## src/rtl/xorshift_txn_gen_pkg.sv

```systemverilog
// Shared definitions for xorshift64 transaction generators: the step function,
// the generator FSM states and the default seed upper half.
package xorshift_pkg;

   localparam logic [31:0] XS_DEFAULT_SEED_HI = 32'h9E37_79B9;

   typedef enum logic [2:0] {
      XS_IDLE,
      XS_LOAD,
      XS_OFFER,
      XS_GAP,
      XS_DONE
   } xs_state_e;

   // Marsaglia xorshift64 (13, 7, 17); bits shifted out are discarded.
   function automatic logic [63:0] xorshift64_step(input logic [63:0] x);
      logic [63:0] x1;
      logic [63:0] x2;
      x1 = x ^ (x << 13);
      x2 = x1 ^ (x1 >> 7);
      return x2 ^ (x2 << 17);
   endfunction

endpackage

```

## src/rtl/xorshift_txn_gen_if.sv

```systemverilog
// Valid/ready word stream carrying 64-bit generated transactions.
interface xorshift_txn_gen_if;
   logic        data_vld;
   logic        data_rdy;
   logic [63:0] data;

   modport master (output data_vld, output data, input data_rdy);
   modport slave  (input data_vld, input data, output data_rdy);
endinterface

```

## src/rtl/xorshift_txn_gen.sv

```systemverilog
// Produces NB_TRANSACTIONS xorshift64 words seeded from {SEED_HI, cpu_index},
// offered on a valid/ready stream with optional idle gaps between beats.
module xorshift_txn_gen
   import xorshift_pkg::*;
#(
   parameter int unsigned  NB_TRANSACTIONS = 16,
   parameter int unsigned  GAP_CYCLES      = 0,
   parameter logic [31:0]  SEED_HI         = XS_DEFAULT_SEED_HI
) (
   input  logic                       clk,
   input  logic                       rst_n,
   input  logic                       start,
   input  logic [31:0]                cpu_index,
   xorshift_txn_gen_if.master         data_if,
   output logic [31:0]                txn_count,
   output logic                       transactions_done,
   output logic                       busy
);

   localparam logic [31:0] NB_L  = 32'(NB_TRANSACTIONS);
   localparam logic [31:0] GAP_L = 32'(GAP_CYCLES);

   xs_state_e   state_reg, state_next;
   logic [63:0] state_x_reg, state_x_next;
   logic [63:0] data_reg, data_next;
   logic [31:0] txn_count_reg, txn_count_next;
   logic [31:0] gap_reg, gap_next;
   logic [63:0] step_x;
   logic [31:0] count_inc;

   assign step_x    = xorshift64_step(state_x_reg);
   assign count_inc = txn_count_reg + 32'd1;

   always_ff @(posedge clk or negedge rst_n) begin
      if (!rst_n) begin
         state_reg     <= XS_IDLE;
         state_x_reg   <= '0;
         data_reg      <= '0;
         txn_count_reg <= '0;
         gap_reg       <= '0;
      end else begin
         state_reg     <= state_next;
         state_x_reg   <= state_x_next;
         data_reg      <= data_next;
         txn_count_reg <= txn_count_next;
         gap_reg       <= gap_next;
      end
   end

   always_comb begin
      state_next     = state_reg;
      state_x_next   = state_x_reg;
      data_next      = data_reg;
      txn_count_next = txn_count_reg;
      gap_next       = gap_reg;
      case (state_reg)
         XS_IDLE, XS_DONE: begin
            if (start) begin
               if (NB_L == 32'd0) begin
                  state_next = XS_DONE;
               end else begin
                  state_x_next   = {SEED_HI, cpu_index};
                  txn_count_next = '0;
                  state_next     = XS_LOAD;
               end
            end
         end
         XS_LOAD: begin
            state_x_next = step_x;
            data_next    = step_x;
            state_next   = XS_OFFER;
         end
         XS_OFFER: begin
            if (data_if.data_rdy) begin
               txn_count_next = count_inc;
               if (count_inc == NB_L) begin
                  state_next = XS_DONE;
               end else if (GAP_L == 32'd0) begin
                  // state_x still holds the word just accepted, so step it now
                  state_x_next = step_x;
                  data_next    = step_x;
               end else begin
                  gap_next   = GAP_L - 32'd1;
                  state_next = XS_GAP;
               end
            end
         end
         XS_GAP: begin
            if (gap_reg == 32'd0) begin
               state_next = XS_LOAD;
            end else begin
               gap_next = gap_reg - 32'd1;
            end
         end
         default: state_next = XS_IDLE;
      endcase
   end

   // Valid decodes straight from the async-reset state, so it drops with rst_n.
   assign data_if.data_vld  = (state_reg == XS_OFFER);
   assign data_if.data      = data_reg;
   assign txn_count         = txn_count_reg;
   assign transactions_done = (state_reg == XS_DONE);
   assign busy              = (state_reg == XS_LOAD) || (state_reg == XS_OFFER) ||
                              (state_reg == XS_GAP);

endmodule

```

## src/flat_wrapper.sv

```systemverilog
// flat-port wrapper written by rule: the top's interface ports become plain ports
module xorshift_txn_gen_flat import xorshift_pkg::*;
#(
   parameter int unsigned  NB_TRANSACTIONS = 16,
   parameter int unsigned  GAP_CYCLES      = 0,
   parameter logic [31:0]  SEED_HI         = XS_DEFAULT_SEED_HI
)
  (clk, rst_n, start, cpu_index, txn_count, transactions_done, busy, data_if_data_vld, data_if_data, data_if_data_rdy);
  xorshift_txn_gen_if data_if_i ();
  input  logic clk;
  input  logic rst_n;
  input  logic start;
  input  logic [31:0] cpu_index;
  output logic [31:0] txn_count;
  output logic transactions_done;
  output logic busy;
  output wire logic [$bits(data_if_i.data_vld)-1:0] data_if_data_vld;
  output wire logic [$bits(data_if_i.data)-1:0] data_if_data;
  input wire logic [$bits(data_if_i.data_rdy)-1:0] data_if_data_rdy;
  assign data_if_data_vld = data_if_i.data_vld;
  assign data_if_data = data_if_i.data;
  assign data_if_i.data_rdy = data_if_data_rdy;
  xorshift_txn_gen #(.NB_TRANSACTIONS(NB_TRANSACTIONS), .GAP_CYCLES(GAP_CYCLES), .SEED_HI(SEED_HI)) u_core (.clk(clk), .rst_n(rst_n), .start(start), .cpu_index(cpu_index), .data_if(data_if_i), .txn_count(txn_count), .transactions_done(transactions_done), .busy(busy));
endmodule
```

## config.mk

```make
export PLATFORM = sky130hd
export DESIGN_NAME = xorshift_txn_gen_flat
export DESIGN_NICKNAME = d
export VERILOG_FILES = /design/src/rtl/xorshift_txn_gen_pkg.sv /design/src/rtl/xorshift_txn_gen_if.sv /design/src/rtl/xorshift_txn_gen.sv /design/src/flat_wrapper.sv
export SDC_FILE = /design/constraint.sdc
export NUM_CORES = 1
export LEC_CHECK = 0
export CAP_MARGIN = 20
export CORE_UTILIZATION = 35
export CTS_BUF_LIST = sky130_fd_sc_hd__clkbuf_4
export CTS_CLUSTER_DIAMETER = 30
export DETAILED_ROUTE_END_ITERATION = 8
export SYNTH_ARGS = -nofsm -noshare
export SYNTH_HDL_FRONTEND = slang
export SYNTH_SLANG_ARGS = --single-unit
```

## constraint.sdc

```tcl
create_clock -name clk -period 5.05 [get_ports clk]
set_clock_uncertainty 0.2 [all_clocks]
set_input_delay 1.515 -clock clk [delete_from_list [all_inputs] [get_ports clk]]
set_output_delay 1.515 -clock clk [all_outputs]
set_load 0.01 [all_outputs]
```

==> impl_metrics.tcl <==
set metrics [dict create \
    synth_area_sq_mm 0.01105 \
    ys.warnings.count 0 \
    synth_enable_flop_cells 0 \
    worst_hold_startpoint "u_core.gap_reg[9]" \
    crit_cells 10 \
    layout-drive-gt1-share 0.09923 \
    violations "design-rule violations" \
    io_pins 135 \
    routed-via-count 8347 \
    finalCriticalPeriod_ns 4.345 \
    die_w_microns 179.7 \
    grt_max_degree 89 \
    synth-seq-area-share 0.4417 \
    cp_data_arrival_time_ns 4.65 \
    resized_after_cts 0 \
    report.final.setup_viol 0 \
    design.final.nets 1195 \
    worstPathMaxFanout 17 \
    yosys.cell_types.count 66 \
    place_congestion 0.9080 \
    async_reset_ff_frac 1.000 \
    hold_class "flip-flop to flip-flop" \
    start_util 0.3583 \
    timing.hold.worst_endpoint "u_core.gap_reg[9]" \
    slew_viol_final 0 \
    post_cts.repair.setup_buffers 0 \
    fin_hold_ws_ns 0.2734 \
    antenna_found_initial 3 \
    grt.total_usage 0.1895 \
    critical-path-slowest-cell "sky130_fd_sc_hd__o21ai_4" \
    total_wirelength_microns 30120 \
    critPathMaxStageDelay_ns 0.67 \
    crit_buf_inv 1 \
    number_of_vias_per_cell_after_detailed_routing 5.320 \
    worst_path_dominant_cell_family "simple AND/OR/NAND/NOR gates" \
    route.detailed.drc 22 \
    cells_along_the_critical_path "ha_1, nand3_1, nor4_1, nand4_1, xor2_1, and4_1, and3_4, o21ai_4, buf_4, mux2_1" \
    cts_tree "yes" \
    rr_endpoint "u_core.data_if.data[32]" \
    multi_input_area_sq_mm 0.005742 \
    dieHeight_microns 179.7 \
    setup_ws_ns 0.7048 \
    criticalPathCategory "flip-flop to flip-flop" \
    cts_max_level 4 \
    worst_setup_path_start_kind "flip-flop" \
    firstDrtPassIters 8 \
    num_rows 64 \
    detail-route-antenna-nets 0 \
    max_slew_margin 0.3649 \
    dp_slack_ns 0.8630 \
    worst_hold_depth 1 \
    slew_at_the_pin_with_the_worst_max_slew_slack_ns 0.9503 \
    fmax_mhz 230.1 \
    clk-insertion-delay-late_ns 0.62 \
    route.detailed.wl_per_inst_microns 19.20 \
    run_status "complete, but fails checks" \
    areaGrowthSynthToFinish_pct 17.84 \
    detailedPlacementHpwl_microns 22040 \
    worst-r2r-setup-slack_ns 0.70 \
    number_of_hold_violations_in_the_final_report 0 \
    maxCapViolCount 0 \
    placed_cells_incl_taps 1533 \
    cp-end-kind "flip-flop" \
    grt_setup_unrepaired "false" \
    post_cts_hold_buffer_count 0 \
    maximum_buffer_depth_of_the_clock_tree 2 \
    syn-mean-instance-area_sq_um 10.48 \
    ys.flop_type "sky130_fd_sc_hd__dfrtp_1" \
    count_of_fill_cells_added_during_filler_insertion 2948 \
    core_region_area_sq_mm 0.03083 \
    register_area_sq_mm 0.004880 \
    worst_setup_hold_path_clk_slew_ns 0.18 \
    reg2regPathDepth 10 \
    grt_pass1_vias 8095 \
    clock-root-buffer "sky130_fd_sc_hd__clkbuf_4" \
    critical_path.reg2reg.startpoint "u_core.txn_count[0]" \
    clock-sinks 195 \
    residual_overflow_from_global_routing 0 \
    synth_cells 1054 \
    drtIter0Drc 543 \
    cts_made_buffers 17 \
    setup_total_negative_slack_ns 0 \
    grt_pass1_wl_microns 47940 \
    final_non_filler_cells 1569 \
    placement.io_buffers 134 \
    synth.net_count 1093 \
    number_of_register_bits_inferred_by_synthesis 195 \
    timing.final.crit_share 0.8604 \
    dieArea_sq_mm 0.03228 \
    worst-endpoint-required_ns 5.36 \
]
area by class of cell:
type | instances | share of cell area
multi-input cells | 773 | 0.4411
diodes | 4 | 0.0007689
repair buffers | 148 | 0.1152
clock buffers | 17 | 0.009804
flip-flops and latches | 195 | 0.3749
inverters | 21 | 0.006055
well taps | 396 | 0.03806
clock inverters | 15 | 0.01413
through the flow:
stage / util / cell area, sq um
floorplan: - / 11050
global placement: 0.4118 / 12700
detailed placement: 0.4118 / 12700
CTS: 0.4219 / 13010
global route: 0.4220 / 13010
finish: 0.4222 / 13020
cell usage after synthesis (14+ instances only):
cell / number / area [sq um]
sky130_fd_sc_hd__o21ai_0: 57 / 285.3
sky130_fd_sc_hd__buf_2: 15 / 75.07
sky130_fd_sc_hd__xor2_1: 66 / 578.1
sky130_fd_sc_hd__a21oi_1: 29 / 145.1
sky130_fd_sc_hd__nand4_1: 18 / 112.6
sky130_fd_sc_hd__o22a_1: 17 / 148.9
sky130_fd_sc_hd__nand3_1: 32 / 160.2
sky130_fd_sc_hd__mux2i_1: 23 / 230.2
sky130_fd_sc_hd__nand2_1: 77 / 289.0
sky130_fd_sc_hd__mux2_4: 45 / 675.7
sky130_fd_sc_hd__dfrtp_1: 195 / 4880
sky130_fd_sc_hd__inv_1: 21 / 78.83
sky130_fd_sc_hd__clkbuf_1: 34 / 127.6
sky130_fd_sc_hd__a22o_1: 14 / 122.6
sky130_fd_sc_hd__xnor2_1: 145 / 1270
sky130_fd_sc_hd__o22ai_1: 23 / 143.9
sky130_fd_sc_hd__nor2_1: 41 / 153.9
sky130_fd_sc_hd__nor3_1: 32 / 160.2
sky130_fd_sc_hd__nor4_1: 14 / 87.58
cells by family after synthesis:
kind of cell,count (synthesis),share of synthesized area
and+or+nand+nor,278,0.1349
xor gates and xnor gates,212,0.1694
AOI/OAI and AO/OA,203,0.1207
DFF,195,0.4417
buffers and inverters,86,0.03862
muxes,77,0.09118
adders and majority gates,3,0.003398
worst max-delay path by stage:
stage                               startpoint                 endpoint  slack (ns)
after global routing       u_core.txn_count[0]   u_core.state_x_reg[45]        0.47
after detailed placement  u_core.txn_count[10]  u_core.data_if.data[32]        0.86
after floorplan            u_core.txn_count[0]  u_core.data_if.data[32]        1.65
final                      u_core.txn_count[0]  u_core.data_if.data[32]        0.70
after global placement     u_core.txn_count[0]  u_core.data_if.data[32]         1.0
after CTS                  u_core.txn_count[0]  u_core.data_if.data[32]        0.81
metal layers:
| metal | GRT usage | share of wire |
|---|---|---|
| met2 | 0.3111 | 0.48 |
| met3 | 0.03748 | 0.052 |
| met1 | 0.2528 | 0.45 |
| met4 | 0.05517 | 0.021 |
| met5 | 0 | 0 |
layout by cell type, fill, tap and decap left out, types with 5 or more instances in the layout:
cell and instances:
sky130_fd_sc_hd__a211oi_1 5, sky130_fd_sc_hd__a21oi_1 29, sky130_fd_sc_hd__a22o_1 14, sky130_fd_sc_hd__a22oi_1 6
sky130_fd_sc_hd__a31oi_1 10, sky130_fd_sc_hd__and2_1 7, sky130_fd_sc_hd__and3_1 9, sky130_fd_sc_hd__and4_1 6
sky130_fd_sc_hd__buf_4 10, sky130_fd_sc_hd__clkbuf_4 17, sky130_fd_sc_hd__clkdlybuf4s50_1 133, sky130_fd_sc_hd__clkinv_8 5
sky130_fd_sc_hd__dfrtp_1 195, sky130_fd_sc_hd__inv_1 21, sky130_fd_sc_hd__mux2_2 5, sky130_fd_sc_hd__mux2_4 45
sky130_fd_sc_hd__mux2i_1 23, sky130_fd_sc_hd__nand2_1 77, sky130_fd_sc_hd__nand3_1 32, sky130_fd_sc_hd__nand4_1 18
sky130_fd_sc_hd__nor2_1 41, sky130_fd_sc_hd__nor3_1 32, sky130_fd_sc_hd__nor4_1 14, sky130_fd_sc_hd__nor4_2 5
sky130_fd_sc_hd__o211ai_1 8, sky130_fd_sc_hd__o21ai_0 57, sky130_fd_sc_hd__o22a_1 17, sky130_fd_sc_hd__o22ai_1 23
sky130_fd_sc_hd__o31ai_1 12, sky130_fd_sc_hd__or3_1 6, sky130_fd_sc_hd__or4_1 6, sky130_fd_sc_hd__xnor2_1 145
sky130_fd_sc_hd__xor2_1 66
Power is not shown: default switching activity piles up to over one toggle a cycle in this logic, so the estimate is an artifact.
